[config.mk]
export PLATFORM = sky130hd
export DESIGN_NAME = pin_activity_scanner_flat
export DESIGN_NICKNAME = d
export VERILOG_FILES = /design/src/rtl/pin_probe_pkg.sv /design/src/rtl/pin_activity_scanner_if.sv /design/src/rtl/act_uart_tx.sv /design/src/rtl/pin_activity_scanner.sv /design/src/flat_wrapper.sv
export SDC_FILE = /design/constraint.sdc
export NUM_CORES = 2
export LEC_CHECK = 0
export ABC_AREA = 1
export CORE_UTILIZATION = 30
export DETAILED_ROUTE_END_ITERATION = 8
export GPL_ROUTABILITY_DRIVEN = 1
export SYNTH_ARGS = -nofsm -noshare
export SYNTH_HDL_FRONTEND = slang
export SYNTH_SLANG_ARGS = --single-unit
[constraint.sdc]
create_clock -name clk25 -period 78.9 [get_ports clk25]
set_clock_uncertainty 0.15 [all_clocks]
set_input_delay 15.78 -clock clk25 [delete_from_list [all_inputs] [get_ports clk25]]
set_output_delay 15.78 -clock clk25 [all_outputs]
set_load 0.01 [all_outputs]
[src/rtl/pin_probe_pkg.sv]
// ---------------------------------------------------------------------------
// pin_probe_pkg : shared encodings, ASCII constants and width helper.
// Revision      : 1.0
// ---------------------------------------------------------------------------
`default_nettype none

package pin_probe_pkg;

  typedef enum logic [0:0] {
    S_SCAN  = 1'b0,
    S_LATCH = 1'b1
  } scan_state_t;

  typedef enum logic [1:0] {
    TX_IDLE  = 2'd0,
    TX_START = 2'd1,
    TX_DATA  = 2'd2,
    TX_STOP  = 2'd3
  } tx_state_t;

  localparam logic [7:0] ASCII_CR = 8'h0D;
  localparam logic [7:0] ASCII_LF = 8'h0A;
  // Index 0 holds '0' because the leftmost character lands in the top byte.
  localparam logic [15:0][7:0] HEX_TABLE = "FEDCBA9876543210";

  function automatic int clog2(input int n);
    int r;
    r = 0;
    for (int v = n - 1; v > 0; v = v >> 1) r++;
    return r;
  endfunction

  function automatic logic [7:0] hex_char(input logic [3:0] nib);
    return HEX_TABLE[nib];
  endfunction

endpackage

`default_nettype wire

[src/rtl/pin_activity_scanner_if.sv]
// ---------------------------------------------------------------------------
// pin_activity_scanner_if : per-pin readout bus (index in, count/flag/level out).
// Revision                : 1.0
// ---------------------------------------------------------------------------
`default_nettype none

interface pin_activity_scanner_if
  import pin_probe_pkg::*;
#(
  parameter int NR_PINS = 128,
  parameter int CNT_W   = 8
);
  // One spare code above the last pin so out-of-range reads can be issued.
  localparam int IDX_W = clog2(NR_PINS + 1);

  logic [IDX_W-1:0] rd_idx;
  logic [CNT_W-1:0] rd_cnt;
  logic             rd_act;
  logic             rd_level;

  modport master (output rd_idx, input rd_cnt, rd_act, rd_level);
  modport slave  (input rd_idx, output rd_cnt, rd_act, rd_level);

endinterface

`default_nettype wire

[src/rtl/act_uart_tx.sv]
// ---------------------------------------------------------------------------
// act_uart_tx : 8N1 serialiser, LSB first, byte accepted on valid & ready.
// Revision    : 1.0
// ---------------------------------------------------------------------------
`default_nettype none

module act_uart_tx
  import pin_probe_pkg::*;
#(
  parameter int BAUD_DIV = 217
) (
  input  logic       clk,
  input  logic       rst,
  input  logic [7:0] data,
  input  logic       valid,
  output logic       ready,
  output logic       txd
);
  localparam int BW = clog2(BAUD_DIV);

  tx_state_t   state;
  logic [BW-1:0] baud_cnt;
  logic [2:0]  bit_cnt;
  logic [7:0]  shreg;

  assign ready = (state == TX_IDLE);

  always_ff @(posedge clk or posedge rst) begin
    if (rst) begin
      state    <= TX_IDLE;
      baud_cnt <= '0;
      bit_cnt  <= '0;
      shreg    <= '0;
      txd      <= 1'b1;
    end else if (state == TX_IDLE) begin
      txd <= 1'b1;
      if (valid) begin
        shreg    <= data;
        txd      <= 1'b0;
        baud_cnt <= '0;
        state    <= TX_START;
      end
    end else if (baud_cnt != BW'(BAUD_DIV - 1)) begin
      baud_cnt <= baud_cnt + 1'b1;
    end else begin
      baud_cnt <= '0;
      case (state)
        TX_START: begin
          txd     <= shreg[0];
          shreg   <= shreg >> 1;
          bit_cnt <= '0;
          state   <= TX_DATA;
        end
        TX_DATA: begin
          if (bit_cnt == 3'd7) begin
            txd   <= 1'b1;
            state <= TX_STOP;
          end else begin
            txd     <= shreg[0];
            shreg   <= shreg >> 1;
            bit_cnt <= bit_cnt + 1'b1;
          end
        end
        default: state <= TX_IDLE;
      endcase
    end
  end

endmodule

`default_nettype wire

[src/rtl/pin_activity_scanner.sv]
// ---------------------------------------------------------------------------
// pin_activity_scanner : per-pin toggle counters, sticky flags, active-pin scan,
//                        LED heartbeat. Optional UART record with ACT_UART_EN.
// Revision             : 1.0
// ---------------------------------------------------------------------------
`default_nettype none

module pin_activity_scanner
  import pin_probe_pkg::*;
#(
  parameter int NR_PINS     = 128,
  parameter int SYNC_STAGES = 2,
  parameter int CNT_W       = 8,
  parameter int HB_W        = 25,
  parameter int BAUD_DIV    = 217,
  parameter int DUMP_SCANS  = 1024
) (
  input  logic                         clk25,
  input  logic                         rst,
  input  logic [NR_PINS-1:0]           pins,
  input  logic                         clr_all,
  pin_activity_scanner_if.slave        rd,
  output logic [clog2(NR_PINS+1)-1:0]  act_total,
  output logic                         pin_parity,
  output logic [3:0]                   leds,
  output logic                         uart_txd
);
  localparam int SEL_W = (NR_PINS > 1) ? clog2(NR_PINS) : 1;
  localparam int TOT_W = clog2(NR_PINS + 1);
  localparam int IDX_W = clog2(NR_PINS + 1);

  if (NR_PINS < 1 || SYNC_STAGES < 2 || HB_W < 3 || BAUD_DIV < 2 || DUMP_SCANS < 1)
  begin : g_param_check
    $error("pin_activity_scanner: illegal parameter set");
  end

  logic [NR_PINS-1:0] sync_q [SYNC_STAGES];
  logic [NR_PINS-1:0] synced, prev_q, edges, act;
  logic [SYNC_STAGES:0] prime_sr;
  logic               primed;
  logic [CNT_W-1:0]   cnt [NR_PINS];
  logic [HB_W-1:0]    hb;
  logic               any_act;
  logic [SEL_W-1:0]   rd_sel, scan_idx;
  logic [TOT_W-1:0]   acc;
  scan_state_t        scan_state;
  logic               scan_done;

  assign synced = sync_q[SYNC_STAGES-1];
  // Unprimed until the reset zeros have flushed out of the synchroniser.
  assign primed = prime_sr[SYNC_STAGES];
  assign edges  = primed ? (synced ^ prev_q) : '0;
  assign rd_sel = rd.rd_idx[SEL_W-1:0];
  assign leds   = {any_act, hb[HB_W-1 -: 3]};
  assign scan_done = (scan_state == S_LATCH) && !clr_all;

  always_ff @(posedge clk25 or posedge rst) begin
    if (rst) begin
      for (int s = 0; s < SYNC_STAGES; s++) sync_q[s] <= '0;
      prev_q     <= '0;
      prime_sr   <= '0;
      hb         <= '0;
      any_act    <= 1'b0;
      pin_parity <= 1'b0;
    end else begin
      sync_q[0] <= pins;
      for (int s = 1; s < SYNC_STAGES; s++) sync_q[s] <= sync_q[s-1];
      prev_q     <= synced;
      prime_sr   <= {prime_sr[SYNC_STAGES-1:0], 1'b1};
      hb         <= hb + 1'b1;
      any_act    <= |act;
      pin_parity <= ^synced;
    end
  end

  always_ff @(posedge clk25 or posedge rst) begin
    if (rst) begin
      for (int i = 0; i < NR_PINS; i++) cnt[i] <= '0;
      act <= '0;
    end else begin
      for (int i = 0; i < NR_PINS; i++) begin
        if (edges[i]) begin
          act[i] <= 1'b1;
          if (clr_all)
            cnt[i] <= CNT_W'(1);
          else if (cnt[i] != '1)
            cnt[i] <= cnt[i] + 1'b1;
        end else if (clr_all) begin
          cnt[i] <= '0;
          act[i] <= 1'b0;
        end
      end
    end
  end

  always_ff @(posedge clk25 or posedge rst) begin
    if (rst) begin
      rd.rd_cnt   <= '0;
      rd.rd_act   <= 1'b0;
      rd.rd_level <= 1'b0;
    end else if (rd.rd_idx <= IDX_W'(NR_PINS - 1)) begin
      rd.rd_cnt   <= cnt[rd_sel];
      rd.rd_act   <= act[rd_sel];
      rd.rd_level <= synced[rd_sel];
    end else begin
      rd.rd_cnt   <= '0;
      rd.rd_act   <= 1'b0;
      rd.rd_level <= 1'b0;
    end
  end

  always_ff @(posedge clk25 or posedge rst) begin
    if (rst) begin
      scan_state <= S_SCAN;
      scan_idx   <= '0;
      acc        <= '0;
      act_total  <= '0;
    end else if (clr_all) begin
      scan_state <= S_SCAN;
      scan_idx   <= '0;
      acc        <= '0;
    end else begin
      case (scan_state)
        S_SCAN: begin
          acc <= acc + TOT_W'(act[scan_idx]);
          if (scan_idx == SEL_W'(NR_PINS - 1))
            scan_state <= S_LATCH;
          else
            scan_idx <= scan_idx + 1'b1;
        end
        default: begin
          act_total  <= acc;
          acc        <= '0;
          scan_idx   <= '0;
          scan_state <= S_SCAN;
        end
      endcase
    end
  end

`ifdef ACT_UART_EN
  localparam int SC_W = clog2(DUMP_SCANS + 1);

  logic [SC_W-1:0] scan_cnt;
  logic            dump_due, rec_active, tx_ready;
  logic [2:0]      byte_sel;
  logic [15:0]     snap;
  logic [7:0]      tx_data;

  always_comb begin
    tx_data = ASCII_LF;
    case (byte_sel)
      3'd0:    tx_data = hex_char(snap[15:12]);
      3'd1:    tx_data = hex_char(snap[11:8]);
      3'd2:    tx_data = hex_char(snap[7:4]);
      3'd3:    tx_data = hex_char(snap[3:0]);
      3'd4:    tx_data = ASCII_CR;
      default: tx_data = ASCII_LF;
    endcase
  end

  // The due pulse lags the latch by one cycle so the snapshot sees the fresh total.
  always_ff @(posedge clk25 or posedge rst) begin
    if (rst) begin
      scan_cnt   <= '0;
      dump_due   <= 1'b0;
      rec_active <= 1'b0;
      byte_sel   <= '0;
      snap       <= '0;
    end else begin
      dump_due <= 1'b0;
      if (scan_done) begin
        if (scan_cnt == SC_W'(DUMP_SCANS - 1)) begin
          scan_cnt <= '0;
          dump_due <= 1'b1;
        end else begin
          scan_cnt <= scan_cnt + 1'b1;
        end
      end
      if (rec_active) begin
        if (tx_ready) begin
          if (byte_sel == 3'd5) rec_active <= 1'b0;
          else                  byte_sel   <= byte_sel + 1'b1;
        end
      end else if (dump_due && tx_ready) begin
        rec_active <= 1'b1;
        byte_sel   <= '0;
        snap       <= 16'(act_total);
      end
    end
  end

  act_uart_tx #(.BAUD_DIV(BAUD_DIV)) u_tx (
    .clk   (clk25),
    .rst   (rst),
    .data  (tx_data),
    .valid (rec_active),
    .ready (tx_ready),
    .txd   (uart_txd)
  );
`else
  assign uart_txd = 1'b1;
`endif

endmodule

`default_nettype wire

[src/flat_wrapper.sv]
// flat-port wrapper written by rule: the top's interface ports become plain ports
module pin_activity_scanner_flat import pin_probe_pkg::*;
#(
  parameter int NR_PINS     = 128,
  parameter int SYNC_STAGES = 2,
  parameter int CNT_W       = 8,
  parameter int HB_W        = 25,
  parameter int BAUD_DIV    = 217,
  parameter int DUMP_SCANS  = 1024
)
  (clk25, rst, pins, clr_all, act_total, pin_parity, leds, uart_txd, rd_rd_idx, rd_rd_cnt, rd_rd_act, rd_rd_level);
  pin_activity_scanner_if #(.NR_PINS(NR_PINS), .CNT_W(CNT_W)) rd_i ();
  input  logic clk25;
  input  logic rst;
  input  logic [NR_PINS-1:0] pins;
  input  logic clr_all;
  output logic [clog2(NR_PINS+1)-1:0] act_total;
  output logic pin_parity;
  output logic [3:0] leds;
  output logic uart_txd;
  input wire logic [$bits(rd_i.rd_idx)-1:0] rd_rd_idx;
  output wire logic [$bits(rd_i.rd_cnt)-1:0] rd_rd_cnt;
  output wire logic [$bits(rd_i.rd_act)-1:0] rd_rd_act;
  output wire logic [$bits(rd_i.rd_level)-1:0] rd_rd_level;
  assign rd_i.rd_idx = rd_rd_idx;
  assign rd_rd_cnt = rd_i.rd_cnt;
  assign rd_rd_act = rd_i.rd_act;
  assign rd_rd_level = rd_i.rd_level;
  pin_activity_scanner #(.NR_PINS(NR_PINS), .SYNC_STAGES(SYNC_STAGES), .CNT_W(CNT_W), .HB_W(HB_W), .BAUD_DIV(BAUD_DIV), .DUMP_SCANS(DUMP_SCANS)) u_core (.clk25(clk25), .rst(rst), .pins(pins), .clr_all(clr_all), .rd(rd_i), .act_total(act_total), .pin_parity(pin_parity), .leds(leds), .uart_txd(uart_txd));
endmodule
==> key figures <==
Timing
  • Final hold vios: 0
  • Final TNS setup: 0 ns
  • Final period utilization: around 25%
  • RSZ-0062 raised after global routing: no
  • Count of pins over their slew limit: 0
  • Worst slew pin tran: 1.07 ns
  • Setup Viol. Count Final: 0
  • Setup WS post-layout: 58.95 ns
  • Fin crit period: ~20 ns
  • Headroom to the max-slew limit: 28.4%
  • Max Clk Rate: around 0.05 GHz

Route
  • Vias per cell: roughly 5.0
  • Final ANT Viol Nets: 0
  • Routed wire length: about 270000 um
  • Drt wl/cell: roughly 17 um
  • Router iterations before antenna repair: 6
  • DR vias: a little under 80000
  • Number of DRC markers in iteration 0: 7199
  • # DRC: 0

Global routing
  • Largest net degree at the start of global routing: around 230
  • Grt total ovfl: 0
  • First-pass GRT wire length: ~420000 um
  • Initial antenna violation count: 14
  • GR Util All Layers: 17.8%
  • Vias in the first global route: ~74000

Setup path
  • Flop-to-flop setup slack: approximately 74 ns
  • CP Launch Point: rst
  • Worst setup EP type: asynchronous set/reset pin
  • Crit path arrival time: 20.68 ns
  • Reg2Reg Launch Point: u_core.scan_idx[2]
  • Crit Path Category: in2async
  • Worst-path fanout max: between 100 and 150
  • Worst Setup Start Kind: primary input
  • Req. time, crit path: roughly 80 ns

Logic synthesis
  • Top-area cell type share of the netlist area: approximately 46%
  • Simple-gate share of the synthesized area: 23.1%
  • Synth Register Bits: 1600
  • Netlist Area Pre-Place: about 88000 um^2
  • Most frequent cell after synthesis: nand2_1
  • Post-synthesis xor/xnor area fraction: around 1.3%
  • Register area share after synthesis: about 46%
  • Area leader, netlist: dfrtp_1
  • Post-synthesis mux area share: 0.0513%
  • Largest cells by area after synthesis: dfrtp_1 46%, nand2_1 11%, o21ai_0 7.8%
  • Largest family of logic cells by synthesized area: simple AND/OR/NAND/NOR gates
  • Post-synthesis instance total: around 12000
  • Adder-Cell Fraction of Synth Area: 1.88%
  • EDFF count, synth: 0
  • Synth Flop Type: dfrtp_1
  • Netlist cell types: 41
  • Synth warn: 0
  • Post-synth top cells: 2502 x nand2_1, 1600 x dfrtp_1, 1519 x inv_1
  • Complex-gate fraction of the synthesized area: about a fifth
  • Post-synth ARST share: 100%
  • Avg Cell Area, Syn: ~7.4 um^2

Final layout
  • Area taken by multi-input logic gates: approximately 40000 um^2
  • Final Util: 34.0%
  • Register area: around 40000 um^2
  • Fin area: 99000 um^2
  • Fillers: between 30000 and 40000
  • Share of cells above drive strength 1: between 3 and 4%
  • Final #Nets: between 10000 and 15000
  • Area growth syn-to-layout: 12.8%
  • Final Non-Filler Cells: 15800

Floorplanning
  • Die Wd: 543 um
  • Initial Utilization: approximately 30%
  • Die Y: between 500 and 600 um
  • Die area: around 290000 um^2
  • # IOs: 163
  • # rows: approximately 200
  • Core footprint: between 200000 and 300000 um^2

Clock network
  • Hold Buf Count CTS: 0
  • H-tree levels: 4
  • Post-CTS Setup Inserts: 0
  • Clock sinks: 1600
  • Cts bufs inserted: about 180
  • Clock latency on the worst-skew pair: slightly above 0.8 ns
  • Clk slew on worst S/H paths: 0.06 ns
  • Bufs on Longest Clock Path: 3
  • CTS tree: built
  • Post-CTS resize count: 0
  • Root Buffer: clkbuf_16

Place
  • Placed insts: between 15000 and 20000
  • Routability cong.: ~0.9
  • DP HPWL: approximately 180000 um
  • Post-DP Area: approximately 93000 um^2
  • Setup slack after placement: 57.72 ns
  • Port Buffers: roughly 160

Worst hold path
  • Worst hold path type: reg2reg
  • HP Start: u_core.sync_q[197]

Run
  • Max-cap violations: 0

Power and ir drop
  • Leakage: roughly 44 nW
  • Worst vdd ir: approximately 0.000026 V
  • P per Cell Area: slightly above 20 nW/um^2

Status
  • Outcome: complete, no violations
[metal layers]
metal  part of all wire, %  GRT usage (%)  wire (um)  vias to the layer above
li1                      -              -          -                    38900
met1                    47           25.6     126000                    37400
met2                    43           27.4     116000                     2001
met3                   6.0           2.69      16100                      388
met4                   3.1           5.64       8300                        8
met5                 0.015              0         41                        -
[cells by family after synthesis]
family | Yosys count
fa+ha+maj | 132
buf+inv | 2002
compound gates | 3027
flops | 1600
xor+xnor | 126
simple gates | 4909
other cells | 1
mux | 4
[layout make-up]
| type | instances | share of cell area [%] |
|---|---|---|
| diodes | 7 | 0.0177 |
| clock buffers | 258 | 5.41 |
| clock inverters | 65 | 0.805 |
| inverters | 1531 | 5.84 |
| multi-input cells | 8200 | 40.2 |
| flip-flops and latches | 1600 | 40.4 |
| well taps | 3900 | 4.93 |
| repair buffers | 241 | 2.34 |
[cell usage in the layout, fill, tap and decap left out, types with 8 or more instances in the layout]
cell	n
bufinv_16	16
nand2_1	2502
nor3_2	12
o211ai_1	180
clkinvlp_4	9
o221ai_1	8
clkbuf_8	47
xor2_1	61
dfrtp_1	1596
nor4_1	82
clkinv_2	32
xnor2_1	65
buf_4	73
o21bai_1	26
inv_1	1515
a21oi_1	872
clkbuf_1	27
o21ai_1	102
nand3_1	886
o21a_1	198
and3_1	10
a31oi_1	104
buf_12	8
clkdlybuf4s50_1	155
o22ai_1	66
clkbuf_16	184
a221oi_1	69
nor3_1	157
ha_1	132
and2_1	19
o21ai_0	1375
nor2_1	1179
nand4_1	59
[critical path, stage by stage]
cell and delay, ns:
clkdlybuf4s50_1 0.49, inv_8 0.54, buf_4 0.72, buf_4 0.67
buf_4 0.71, buf_4 0.86, buf_4 0.72
[worst paths after layout]
kind,to,depth (start not counted)
min reg2reg,u_core.synced[69],0
min in group asynchronous,u_core.sync_q[236],2
max in group clk25,u_core.rd.rd_cnt[5],14
min,u_core.synced[69],0
max reg2reg,u_core.acc[6],16
max,u_core.acc[7],7
[flip-flops by register name, summed over array words and instances (netlist names)]
| signal | flops |
|---|---|
| u_core.acc | 8 |
| u_core.act | 128 |
| u_core.act_total | 8 |
| u_core.any_act | 1 |
| u_core.cnt | 1024 |
| u_core.hb | 25 |
| u_core.pin_parity | 1 |
| u_core.prev_q | 128 |
| u_core.prime_sr | 3 |
| u_core.rd.rd_act | 1 |
| u_core.rd.rd_cnt | 8 |
| u_core.rd.rd_level | 1 |
| u_core.scan_idx | 7 |
| u_core.scan_state | 1 |
| u_core.sync_q | 128 |
| u_core.synced | 128 |
[power by group]
group | internal, mW | leakage, nW | switching (mW)
logic | 0.0663 | 20.0 | 0.166
clock network | 0.522 | 3.03 | 0.357
registers | 0.852 | 21.0 | 0.0357
[through the flow]
stage	power [mW]	hold WS [ns]
after CTS	2.02	0.193
after detailed placement	1.13	0.185
final	2.00	0.192
after global placement	1.13	0.181
after global routing	2.08	0.202
after floorplan	1.05	0.181
No activity file was read; power rests on OpenSTA's default activity.
